[src/rtl/matbi_stream_pkg.sv]
// Shared types and constants for the matbi stream scaler.
// Lane layout: 8 unsigned byte lanes per 64-bit stream word.
package matbi_stream_pkg;

    localparam int LANES  = 8;
    localparam int LANE_W = 8;
    localparam int CNT_W  = 30;

    typedef logic [LANE_W-1:0]       lane_t;
    typedef logic [LANES*LANE_W-1:0] word_t;
    typedef logic [CNT_W-1:0]        cnt_t;

    typedef enum logic [1:0] {S_IDLE, S_RUN, S_DRAIN, S_DONE} state_t;

    // Widen to 33 bits so that byte counts near 2^32 round up without wrapping.
    function automatic cnt_t words_of(input logic [31:0] bytes);
        logic [32:0] sum;
        sum = {1'b0, bytes} + 33'd7;
        return cnt_t'(sum >> 3);
    endfunction

endpackage

[src/rtl/matbi_sync_fifo.sv]
// First-word-fall-through synchronous FIFO with occupancy count.
// Head reads as zero while empty so the output is clean after reset.
module matbi_sync_fifo #(
    parameter int DEPTH = 16,
    parameter int WIDTH = 64
) (
    input  logic                     clk,
    input  logic                     areset,
    input  logic                     push,
    input  logic [WIDTH-1:0]         din,
    input  logic                     pop,
    output logic [WIDTH-1:0]         dout,
    output logic                     empty_n,
    output logic [$clog2(DEPTH):0]   count
);

    localparam int AW = $clog2(DEPTH);
    localparam logic [AW:0] FULL_CNT = (AW+1)'(DEPTH);

    logic [WIDTH-1:0] mem [DEPTH];
    logic [AW-1:0]    wr_ptr;
    logic [AW-1:0]    rd_ptr;
    logic             do_push;
    logic             do_pop;

    assign empty_n = (count != '0);
    assign do_pop  = pop && empty_n;
    // A push into a full FIFO is still taken when the head leaves in the same cycle.
    assign do_push = push && ((count != FULL_CNT) || do_pop);
    assign dout    = empty_n ? mem[rd_ptr] : '0;

    always_ff @(posedge clk) begin
        if (areset) begin
            wr_ptr <= '0;
            rd_ptr <= '0;
            count  <= '0;
        end else begin
            if (do_push) wr_ptr <= wr_ptr + 1'b1;
            if (do_pop)  rd_ptr <= rd_ptr + 1'b1;
            case ({do_push, do_pop})
                2'b10:   count <= count + 1'b1;
                2'b01:   count <= count - 1'b1;
                default: count <= count;
            endcase
        end
    end

    always_ff @(posedge clk) begin
        if (do_push) mem[wr_ptr] <= din;
    end

endmodule

[src/rtl/matbi_stream_scaler.sv]
// Per-lane affine byte scaler between RDMA and WDMA streams: y = ((x*gain)>>shift)+bias.
// Define MATBI_SCALER_SAT_EN to clamp lane results at 0xFF instead of wrapping.
module matbi_stream_scaler
    import matbi_stream_pkg::*;
#(
    parameter int FIFO_DEPTH = 16,
    parameter int DATA_WIDTH = 64
) (
    input  logic                  ap_clk,
    input  logic                  areset,
    input  logic                  ap_start,
    output logic                  ap_idle,
    output logic                  ap_done,
    output logic                  ap_ready,
    input  logic [31:0]           transfer_byte,
    input  logic [7:0]            gain,
    input  logic [2:0]            shift,
    input  logic [7:0]            bias,
    input  logic [DATA_WIDTH-1:0] in_r_din,
    output logic                  in_r_full_n,
    input  logic                  in_r_write,
    output logic [DATA_WIDTH-1:0] out_r_dout,
    output logic                  out_r_empty_n,
    input  logic                  out_r_read
);

    localparam int AW = $clog2(FIFO_DEPTH);
    localparam int OW = AW + 2;
`ifdef MATBI_SCALER_SAT_EN
    localparam int R_W = 17;
`else
    localparam int R_W = LANE_W;
`endif

    state_t        state;
    state_t        next_state;
    lane_t         gain_q;
    lane_t         bias_q;
    logic [2:0]    shift_q;
    cnt_t          words_q;
    cnt_t          acc_cnt;
    cnt_t          pop_cnt;
    cnt_t          acc_inc;
    cnt_t          pop_inc;
    cnt_t          job_words;
    logic          accept;
    logic          popped;
    logic          s1_valid;
    logic          s2_valid;
    logic [AW:0]   fifo_count;
    logic [OW-1:0] inflight;
    word_t         push_data;

    assign job_words = words_of(transfer_byte);
    assign acc_inc   = acc_cnt + 1'b1;
    assign pop_inc   = pop_cnt + 1'b1;
    assign accept    = in_r_write && in_r_full_n;
    assign popped    = out_r_read && out_r_empty_n;

    // Words already in the pipeline are reserved FIFO slots, so full_n can never overflow it.
    assign inflight    = OW'(fifo_count) + OW'(s1_valid) + OW'(s2_valid);
    assign in_r_full_n = (state == S_RUN) && (inflight < OW'(FIFO_DEPTH));

    assign ap_idle  = (state == S_IDLE);
    assign ap_done  = (state == S_DONE);
    assign ap_ready = (state == S_DONE);

    always_ff @(posedge ap_clk) begin
        if (areset) state <= S_IDLE;
        else        state <= next_state;
    end

    always_comb begin
        next_state = state;
        case (state)
            S_IDLE:  if (ap_start) next_state = (job_words == '0) ? S_DONE : S_RUN;
            S_RUN:   if (accept && (acc_inc == words_q)) next_state = S_DRAIN;
            S_DRAIN: if ((pop_cnt == words_q) || (popped && (pop_inc == words_q)))
                         next_state = S_DONE;
            S_DONE:  next_state = S_IDLE;
            default: next_state = S_IDLE;
        endcase
    end

    always_ff @(posedge ap_clk) begin
        if (areset) begin
            gain_q  <= '0;
            shift_q <= '0;
            bias_q  <= '0;
            words_q <= '0;
            acc_cnt <= '0;
            pop_cnt <= '0;
        end else if (state == S_IDLE && ap_start) begin
            gain_q  <= gain;
            shift_q <= shift;
            bias_q  <= bias;
            words_q <= job_words;
            acc_cnt <= '0;
            pop_cnt <= '0;
        end else begin
            if (accept) acc_cnt <= acc_inc;
            if (popped) pop_cnt <= pop_inc;
        end
    end

    always_ff @(posedge ap_clk) begin
        if (areset) begin
            s1_valid <= 1'b0;
            s2_valid <= 1'b0;
        end else begin
            s1_valid <= accept;
            s2_valid <= s1_valid;
        end
    end

    for (genvar l = 0; l < LANES; l++) begin : g_lane
        lane_t          x;
        logic [15:0]    p;
        logic [R_W-1:0] r;
        lane_t          y;

        assign x = in_r_din[l*LANE_W +: LANE_W];

        always_ff @(posedge ap_clk) begin
            if (areset) begin
                p <= '0;
                r <= '0;
            end else begin
                if (accept)   p <= 16'(x) * 16'(gain_q);
                if (s1_valid) r <= R_W'(p >> shift_q) + R_W'(bias_q);
            end
        end

`ifdef MATBI_SCALER_SAT_EN
        assign y = (r > R_W'(255)) ? 8'hFF : r[7:0];
`else
        assign y = r;
`endif

        assign push_data[l*LANE_W +: LANE_W] = y;
    end

    matbi_sync_fifo #(
        .DEPTH (FIFO_DEPTH),
        .WIDTH (DATA_WIDTH)
    ) u_fifo (
        .clk     (ap_clk),
        .areset  (areset),
        .push    (s2_valid),
        .din     (push_data),
        .pop     (out_r_read),
        .dout    (out_r_dout),
        .empty_n (out_r_empty_n),
        .count   (fifo_count)
    );

endmodule

[config.mk]
export PLATFORM = sky130hd
export DESIGN_NAME = matbi_stream_scaler
export DESIGN_NICKNAME = d
export VERILOG_FILES = /design/src/rtl/matbi_stream_pkg.sv /design/src/rtl/matbi_sync_fifo.sv /design/src/rtl/matbi_stream_scaler.sv
export SDC_FILE = /design/constraint.sdc
export NUM_CORES = 2
export LEC_CHECK = 0
export ABC_AREA = 1
export CAP_MARGIN = 20
export CORE_MARGIN = 5
export CORE_UTILIZATION = 70
export DETAILED_ROUTE_END_ITERATION = 6
export DONT_BUFFER_PORTS = 1
export PLACE_DENSITY = 0.86
export SLEW_MARGIN = 20
export SYNTH_ARGS = -nofsm -noshare
export SYNTH_HDL_FRONTEND = slang
export SYNTH_SLANG_ARGS = --single-unit
[constraint.sdc]
create_clock -name ap_clk -period 10.4 [get_ports ap_clk]
set_clock_uncertainty 0.1 [all_clocks]
set_input_delay 1.04 -clock ap_clk [delete_from_list [all_inputs] [get_ports ap_clk]]
set_output_delay 1.04 -clock ap_clk [all_outputs]
set_load 0.1 [all_outputs]
Yosys cells after proc, flatten, opt, wreduce, memory -nomap -nowiden
Memories as Yosys holds them, arrays and structs flattened. A register that Yosys moved wholly into a read port is not among the register bits.
Index checks and enable logic that the tools add are counted.
Cells by class
  $add $sub $neg: 17
  multipliers: 8
  order comparisons: 1
  eq/ne operators: 12
  shift operators: 8
  multiplexer cells: 11
  reductions and logical operators: 15
Operators by type and width (count)
  $mul A8 B8 Y16: 8
  $shr A16 B3 Y8: 8
  $eq A30 B30 Y1: 3
  $add A8 B8 Y8: 8
  $mux W64: 1
  $add A30 B1 Y30 const B: 2
  $add A32 B3 Y33 const B: 1
  $logic_not A30 Y1: 1
  $pmux W5 S2: 1
  $add A4 B1 Y4 const B: 2
  $mux W2: 4
  $mux W4: 2
  $pmux W2 S4: 1
  $logic_and A1 B1 Y1: 7
  $add A5 B1 Y6: 1
  $add A6 B1 Y6: 1
  $eq A2 B2 Y1 const B: 3
  $lt A6 B5 Y1 const B: 1
  $add A5 B1 Y5 const B: 1
  $ne A5 B5 Y1 const B: 1
  $reduce_bool A5 Y1: 1
  $sub A5 B1 Y5 const B: 1
  $eq A2 B1 Y1 const B: 2
  $ne A2 B2 Y1 const B: 2
  7 further kinds: 9
Word-level totals
  bits in registers: 318
  memory bits (writable): 1024
  input bits: 120
  output and inout port bits: 69
  logic and storage cells: 101
  memories: 1
Memory list
  u_fifo.mem: depth 16, bits a word 64, read ports 1, clocked after Yosys merged registers in 1, write ports 1, line matbi_sync_fifo.sv:20  | logic [WIDTH-1:0] mem [DEPTH];

Depth between registers and ports, before layout
  depth in word-level cells: 8
  gate-level depth with buffers: 25

Modules after synthesis
From an unflattened synthesis, not the netlist that was laid out.
Second synthesis, totals
  cell total of the unflattened synthesis: 9125
  area, all modules: 78485.3 µm²
Modules (own cells, without submodules)
  matbi_sync_fifo: instances 1, cells each 3683, area an instance 42334.4 µm², sequential area each 31089.8 µm²
  matbi_stream_scaler: instances 1, cells each 5442, area an instance 36150.9 µm², sequential area each 5945.7 µm²

Worst setup path before layout
No wires, ideal clock.
  kind: input port to flip-flop
  from: input port in_r_din[59]
  to: register g_lane[7].p[13]
  setup time: 115 ps
  data arrival time: 4810 ps
  data required time: 10185 ps
  slack: 5374 ps
  stages on the path: 22
  path buffers: 1
  cell sequence: clkbuf_2 -> nand2_1 -> inv_1 -> fa_1 -> fa_1 -> inv_1 -> fa_1 -> fa_1 -> inv_1 -> ha_1 -> nand2_1 -> o21ai_0 -> nand2_1 -> nand2_1 -> a21oi_1 -> o21ai_0 -> a21oi_1 -> nor2_1 -> nor2_1 -> xor2_1 -> o21ai_0 -> inv_1
On the way
  word-level cells in the longest chain between the ends: 1
RTL lines
  from (decl): line matbi_stream_scaler.sv:19  | input logic [DATA_WIDTH-1:0] in_r_din,
  $mul A8 B8 Y16: line matbi_stream_scaler.sv:129  | if (accept) p <= 16'(x) * 16'(gain_q);
  to (signal assigned): line matbi_stream_scaler.sv:129
  to (decl): line matbi_stream_scaler.sv:118  | logic [15:0] p;
Every way passes these cells.
A chain may end at the register's enable or synchronous reset.

==> impl_results.html <==
<table>
<tr><th>Metric</th><th>Value</th></tr>
<tr><th colspan="2">Cells and area</th></tr>
<tr><td>Post-Layout Inst Area</td><td>~82000 um2</td></tr>
<tr><td>Layout Nets</td><td>roughly 8700</td></tr>
<tr><td>Share of post-route cells with drive strength above 1</td><td>0.06083</td></tr>
<tr><td>Synthesis-to-layout area growth</td><td>7.492%</td></tr>
<tr><th colspan="2">Clock network</th></tr>
<tr><td>Post-CTS repair timing setup buffer count</td><td>0</td></tr>
<tr><td>Clock buffer depth</td><td>3</td></tr>
<tr><td>CTS tree</td><td>built</td></tr>
<tr><td>Clk pin slew, worst setup/hold paths</td><td>approximately 0.07 ns</td></tr>
<tr><td>Clock sink count</td><td>1338</td></tr>
<tr><td>Number of cells upsized or downsized after cts</td><td>0</td></tr>
<tr><td>Clock root buffer master</td><td>sky130_fd_sc_hd__clkbuf_16</td></tr>
<tr><td>Number of buffers created by CTS</td><td>about 130</td></tr>
<tr><td>Hold Buf Count CTS</td><td>0</td></tr>
<tr><td>Clock latency on the worst-skew pair</td><td>roughly 0.76 ns</td></tr>
<tr><td>H-Tree Depth</td><td>4</td></tr>
<tr><th colspan="2">Yosys</th></tr>
<tr><td>Count of yosys warnings during synthesis</td><td>0</td></tr>
<tr><td>Share of synthesized area occupied by flip-flops and latches</td><td>0.4862</td></tr>
<tr><td>Number of distinct standard cells referenced by the synthesized netlist</td><td>55</td></tr>
<tr><td>Dominant combinational cell family by area after synthesis</td><td>compound AO/OA/AOI/OAI gates</td></tr>
<tr><td>Most area-consuming cells after synthesis</td><td>sky130_fd_sc_hd__edfxtp_1 (40%), sky130_fd_sc_hd__dfxtp_1 (8.3%), sky130_fd_sc_hd__fa_1 (7.6%)</td></tr>
<tr><td>Number of storage elements in the synthesis netlist</td><td>between 1000 and 1500</td></tr>
<tr><td>Top post-synthesis cells by count</td><td>sky130_fd_sc_hd__inv_1 (1255), sky130_fd_sc_hd__nand2_1 (1179), sky130_fd_sc_hd__edfxtp_1 (1024), sky130_fd_sc_hd__o21ai_0 (1024), sky130_fd_sc_hd__nor2_1 (853)</td></tr>
<tr><td>Share of async-settable or async-resettable flops after synthesis</td><td>0</td></tr>
<tr><td>Predominant post-synthesis flop cell</td><td>sky130_fd_sc_hd__edfxtp_1</td></tr>
<tr><td>Number of synthesized flops with an enable pin</td><td>roughly 1000</td></tr>
<tr><td>Post-synth design cell area</td><td>around 76000 um2</td></tr>
<tr><td>Mux cell area share after synthesis</td><td>0.003022</td></tr>
<tr><td>Post-synthesis average cell area</td><td>9.280 um2</td></tr>
<tr><td>Post-synthesis share of cell area spent on full adders, half adders and majority gates</td><td>0.1323</td></tr>
<tr><td>Most common cell in the netlist</td><td>sky130_fd_sc_hd__inv_1</td></tr>
<tr><td>Fraction of the mapped netlist area in simple logic gates</td><td>0.1251</td></tr>
<tr><td>Share of Yosys cell area claimed by the top area cell type</td><td>0.4037</td></tr>
<tr><td>Synthesized netlist cell count</td><td>between 8000 and 9000</td></tr>
<tr><td>Parity-gate share of the synthesized area counting xor and xnor cells</td><td>0.02577</td></tr>
<tr><td>Synth Area in Compound Gates</td><td>0.1394</td></tr>
<tr><td>Cell accounting for the most synthesized area</td><td>sky130_fd_sc_hd__edfxtp_1</td></tr>
<tr><td>Number of nets in the synthesized netlist</td><td>8960</td></tr>
<tr><th colspan="2">Placed design</th></tr>
<tr><td>Sum of net half-perimeters after detailed placement</td><td>roughly 120000 um</td></tr>
<tr><td>Instance area at placement</td><td>a little under 80000 um2</td></tr>
<tr><td>Gp weighted congestion</td><td>0.9485</td></tr>
<tr><td>Count of port buffers added during placement</td><td>0</td></tr>
<tr><th colspan="2">Die</th></tr>
<tr><td>Num rows</td><td>between 100 and 150</td></tr>
<tr><td>Overall die width</td><td>between 300 and 400 um</td></tr>
<tr><td>Floorplan die area</td><td>115500 um2</td></tr>
<tr><td>Initial cell density of the core</td><td>0.7017</td></tr>
<tr><td>I/O Pins</td><td>about 190</td></tr>
<tr><td>Standard cell core area</td><td>between 100000 and 150000 um2</td></tr>
<tr><td>Die span in y</td><td>around 340 um</td></tr>
<tr><th colspan="2">Timing</th></tr>
<tr><td>Post-route minimum period</td><td>between 5 and 6 ns</td></tr>
<tr><td>Highest clock frequency the design can meet</td><td>between 150 and 200 MHz</td></tr>
<tr><td>Setup-violating endpoint count in the final report</td><td>0</td></tr>
<tr><td>Worst rel slew slack</td><td>0.1829</td></tr>
<tr><td>Total count of max-transition violations in the final report</td><td>0</td></tr>
<tr><td>Final hold vios</td><td>0</td></tr>
<tr><td>Portion of the clock cycle consumed by the worst path in the final layout</td><td>0.5757</td></tr>
<tr><td>Measured slew at the worst slew-check pin</td><td>1.226 ns</td></tr>
<tr><td>Unrepaired setup endpoints after global routing</td><td>false</td></tr>
<tr><td>Final-layout setup total negative slack</td><td>0 ns</td></tr>
<tr><th colspan="2">Power and ir drop</th></tr>
<tr><td>Proportion of power drawn by flip-flops and latches</td><td>0.319</td></tr>
<tr><td>Worst ir drop on vdd</td><td>201.2 uV</td></tr>
<tr><td>Power share of the clock group</td><td>0.239</td></tr>
<tr><td>Net Sw Power</td><td>between 9 and 10 mW</td></tr>
<tr><td>Gate power share</td><td>0.442</td></tr>
<tr><td>Proportion of total power due to net switching</td><td>0.4404</td></tr>
<tr><td>Leakage component of the power</td><td>35.66 nW</td></tr>
<tr><td>Power per unit of standard cell area</td><td>~250 nW/um2</td></tr>
<tr><td>Internal power</td><td>approximately 11 mW</td></tr>
<tr><th colspan="2">Global route</th></tr>
<tr><td>Pin count of the biggest net entering global routing</td><td>245</td></tr>
<tr><td>Number of global-route vias before repair</td><td>57910</td></tr>
<tr><td>First-pass GRT wire length</td><td>approximately 320000 um</td></tr>
<tr><td>Number of antenna violations at the first check in global routing</td><td>2</td></tr>
<tr><td>Total overflow reported by the global router</td><td>0</td></tr>
<tr><td>Tot GR Track Use</td><td>0.3490</td></tr>
<tr><th colspan="2">Outcome</th></tr>
<tr><td>Outcome</td><td>finished, violations left</td></tr>
<tr><td>Violations in the final reports</td><td>design-rule violations</td></tr>
<tr><th colspan="2">Worst setup path</th></tr>
<tr><td>Kind of end point of the critical path</td><td>output port</td></tr>
<tr><td>Largest fanout of any net on the critical path</td><td>240</td></tr>
<tr><td>Startpoint type of the worst setup path</td><td>register</td></tr>
<tr><td>Setup CP Type</td><td>reg2out</td></tr>
<tr><td>Endpoint required time on the critical path</td><td>around 9.3 ns</td></tr>
<tr><td>Arrival time at the worst endpoint</td><td>4.85 ns</td></tr>
<tr><th colspan="2">Detailed routing</th></tr>
<tr><td>Routed Wire Length</td><td>between 200000 and 250000 um</td></tr>
<tr><td>Mean number of vias per cell</td><td>6.331</td></tr>
<tr><td>Wire per inst</td><td>~22 um</td></tr>
<tr><td>Number of vias after detailed routing</td><td>approximately 60000</td></tr>
<tr><td>Post-detailed-route count of antenna-violating nets</td><td>0</td></tr>
<tr><td>DRC errors left</td><td>20</td></tr>
<tr><td>Starting DRC count in detailed routing</td><td>roughly 8000</td></tr>
<tr><td>Pre-Repair DR Iteration Count</td><td>7</td></tr>
<tr><th colspan="2">Hold path</th></tr>
<tr><td>Path category of the worst min-delay check</td><td>in2reg</td></tr>
<tr><th colspan="2">Job</th></tr>
<tr><td>Max Cap Violations</td><td>0</td></tr>
</table>
[worst max-delay path, stage by stage (launching register included)]
cell and delay [ns]:
sky130_fd_sc_hd__dfxtp_4 0.77, sky130_fd_sc_hd__buf_4 0.87, sky130_fd_sc_hd__buf_12 0.69, sky130_fd_sc_hd__o21ai_0 0.28, sky130_fd_sc_hd__o221ai_1 0.38, sky130_fd_sc_hd__o211ai_1 0.18, sky130_fd_sc_hd__a21oi_2 0.31, sky130_fd_sc_hd__buf_4 0.35
[cell families (layout without fill, tap and decap cells)]
kind of cell | after synthesis | count (layout)
xor gates and xnor gates | 221 | 221
adders and majority gates | 632 | 632
AOI/OAI and AO/OA | 1876 | 1876
DFF | 1338 | 1338
and+or+nand+nor | 2357 | 2357
other | 0 | 2
muxes | 23 | 23
buffers and inverters | 1761 | 1641
[through the flow]
step           setup slack [ns]  hold slack (ns)  total power, mW  cells    util
4_1_cts                   4.503           0.2474            20.38   9502  0.7542
5_1_grt                   4.326           0.2754            21.63   9503  0.7543
6_report                  4.413           0.3051            20.53   9504  0.7543
3_5_place_dp              4.904           0.3616            15.44   9259  0.7131
2_1_floorplan             5.374           0.3401            13.06   8208       -
3_3_place_gp              5.130           0.3535            15.11   9258  0.7130
[registers in the layout, indices dropped and copies added (netlist names), named ones only]
name           flops
acc_cnt           30
bias_q             8
g_lane.p         120
g_lane.r          64
gain_q             8
pop_cnt           30
s1_valid           1
s2_valid           1
shift_q            3
state              2
u_fifo.count       5
u_fifo.mem      1024
u_fifo.rd_ptr      4
u_fifo.wr_ptr      4
words_q           30
[routing by layer]
metal / share of wire / global-route usage / up-vias
li1: - / - / 26860
met1: 0.36 / 0.4641 / 28130
met2: 0.46 / 0.5628 / 4330
met3: 0.12 / 0.06223 / 848
met4: 0.054 / 0.1686 / 0
met5: 0 / 0 / -
[final timing paths]
| check | depth (start not counted) | to | from | slack (ns) |
|---|---|---|---|---|
| hold / removal | 1 | words_q[29] | areset | 0.31 |
| setup reg to reg | 20 | g_lane[6].p[14] | gain_q[3] | 4.75 |
| setup / recovery | 7 | out_r_dout[17] | register | 4.41 |
| hold reg to reg | 2 | gain_q[4] | gain_q[4] | 0.37 |
[power groups by stage]
| stage | clock network (mW) | logic [mW] | registers (mW) |
|---|---|---|---|
| 2_1_floorplan | 0 | 6.68 | 6.38 |
| 3_3_place_gp | 0 | 8.49 | 6.62 |
| 3_5_place_dp | 0 | 8.80 | 6.64 |
| 4_1_cts | 4.92 | 8.93 | 6.53 |
| 5_1_grt | 5.16 | 9.89 | 6.58 |
| 6_report | 4.92 | 9.07 | 6.55 |
[final cells by class]
type,count,area (um2)
Clock buffer,182,3684
Antenna cell,2,5.005
Timing Repair Buffer,124,975.9
Clock inverter,61,773.2
Sequential cell,1338,37070
Multi-Input combinational cell,5109,32800
Inverter,1274,4808
Fill cell,6774,26670
Tap cell,1414,1769
[layout by cell type, fill, tap and decap left out, types with 10 or more instances in the layout]
cell type                   synthesis  layout
sky130_fd_sc_hd__edfxtp_1        1024    1024
sky130_fd_sc_hd__o22ai_1           89      89
sky130_fd_sc_hd__ha_1             343     342
sky130_fd_sc_hd__nand4_1           32      32
sky130_fd_sc_hd__clkinv_2           0      18
sky130_fd_sc_hd__nand3_1          200     199
sky130_fd_sc_hd__bufinv_16          0      12
sky130_fd_sc_hd__inv_1           1255    1251
sky130_fd_sc_hd__o211ai_1          97      97
sky130_fd_sc_hd__fa_1             289     289
sky130_fd_sc_hd__dfxtp_1          314     298
sky130_fd_sc_hd__xor2_1           143     143
sky130_fd_sc_hd__clkinv_1           7      21
sky130_fd_sc_hd__dfxtp_2            0      10
sky130_fd_sc_hd__clkbuf_16          0     134
sky130_fd_sc_hd__nor2_2            12      13
sky130_fd_sc_hd__o221ai_1         195     195
sky130_fd_sc_hd__nand2_1         1179    1179
sky130_fd_sc_hd__clkbuf_8           0      15
sky130_fd_sc_hd__nor2_4            11      27
sky130_fd_sc_hd__a21oi_2            0      64
sky130_fd_sc_hd__o21ai_0         1024    1024
sky130_fd_sc_hd__nor2_1           853     836
sky130_fd_sc_hd__buf_4              1     119
sky130_fd_sc_hd__a31oi_1           15      15
sky130_fd_sc_hd__mux2i_1           23      23
sky130_fd_sc_hd__clkbuf_1         352      33
sky130_fd_sc_hd__xnor2_1           76      76
sky130_fd_sc_hd__a21oi_1          407     343
sky130_fd_sc_hd__o21bai_1          16      16
sky130_fd_sc_hd__nor3_1            30      30
(Power assumes the default switching activity.)
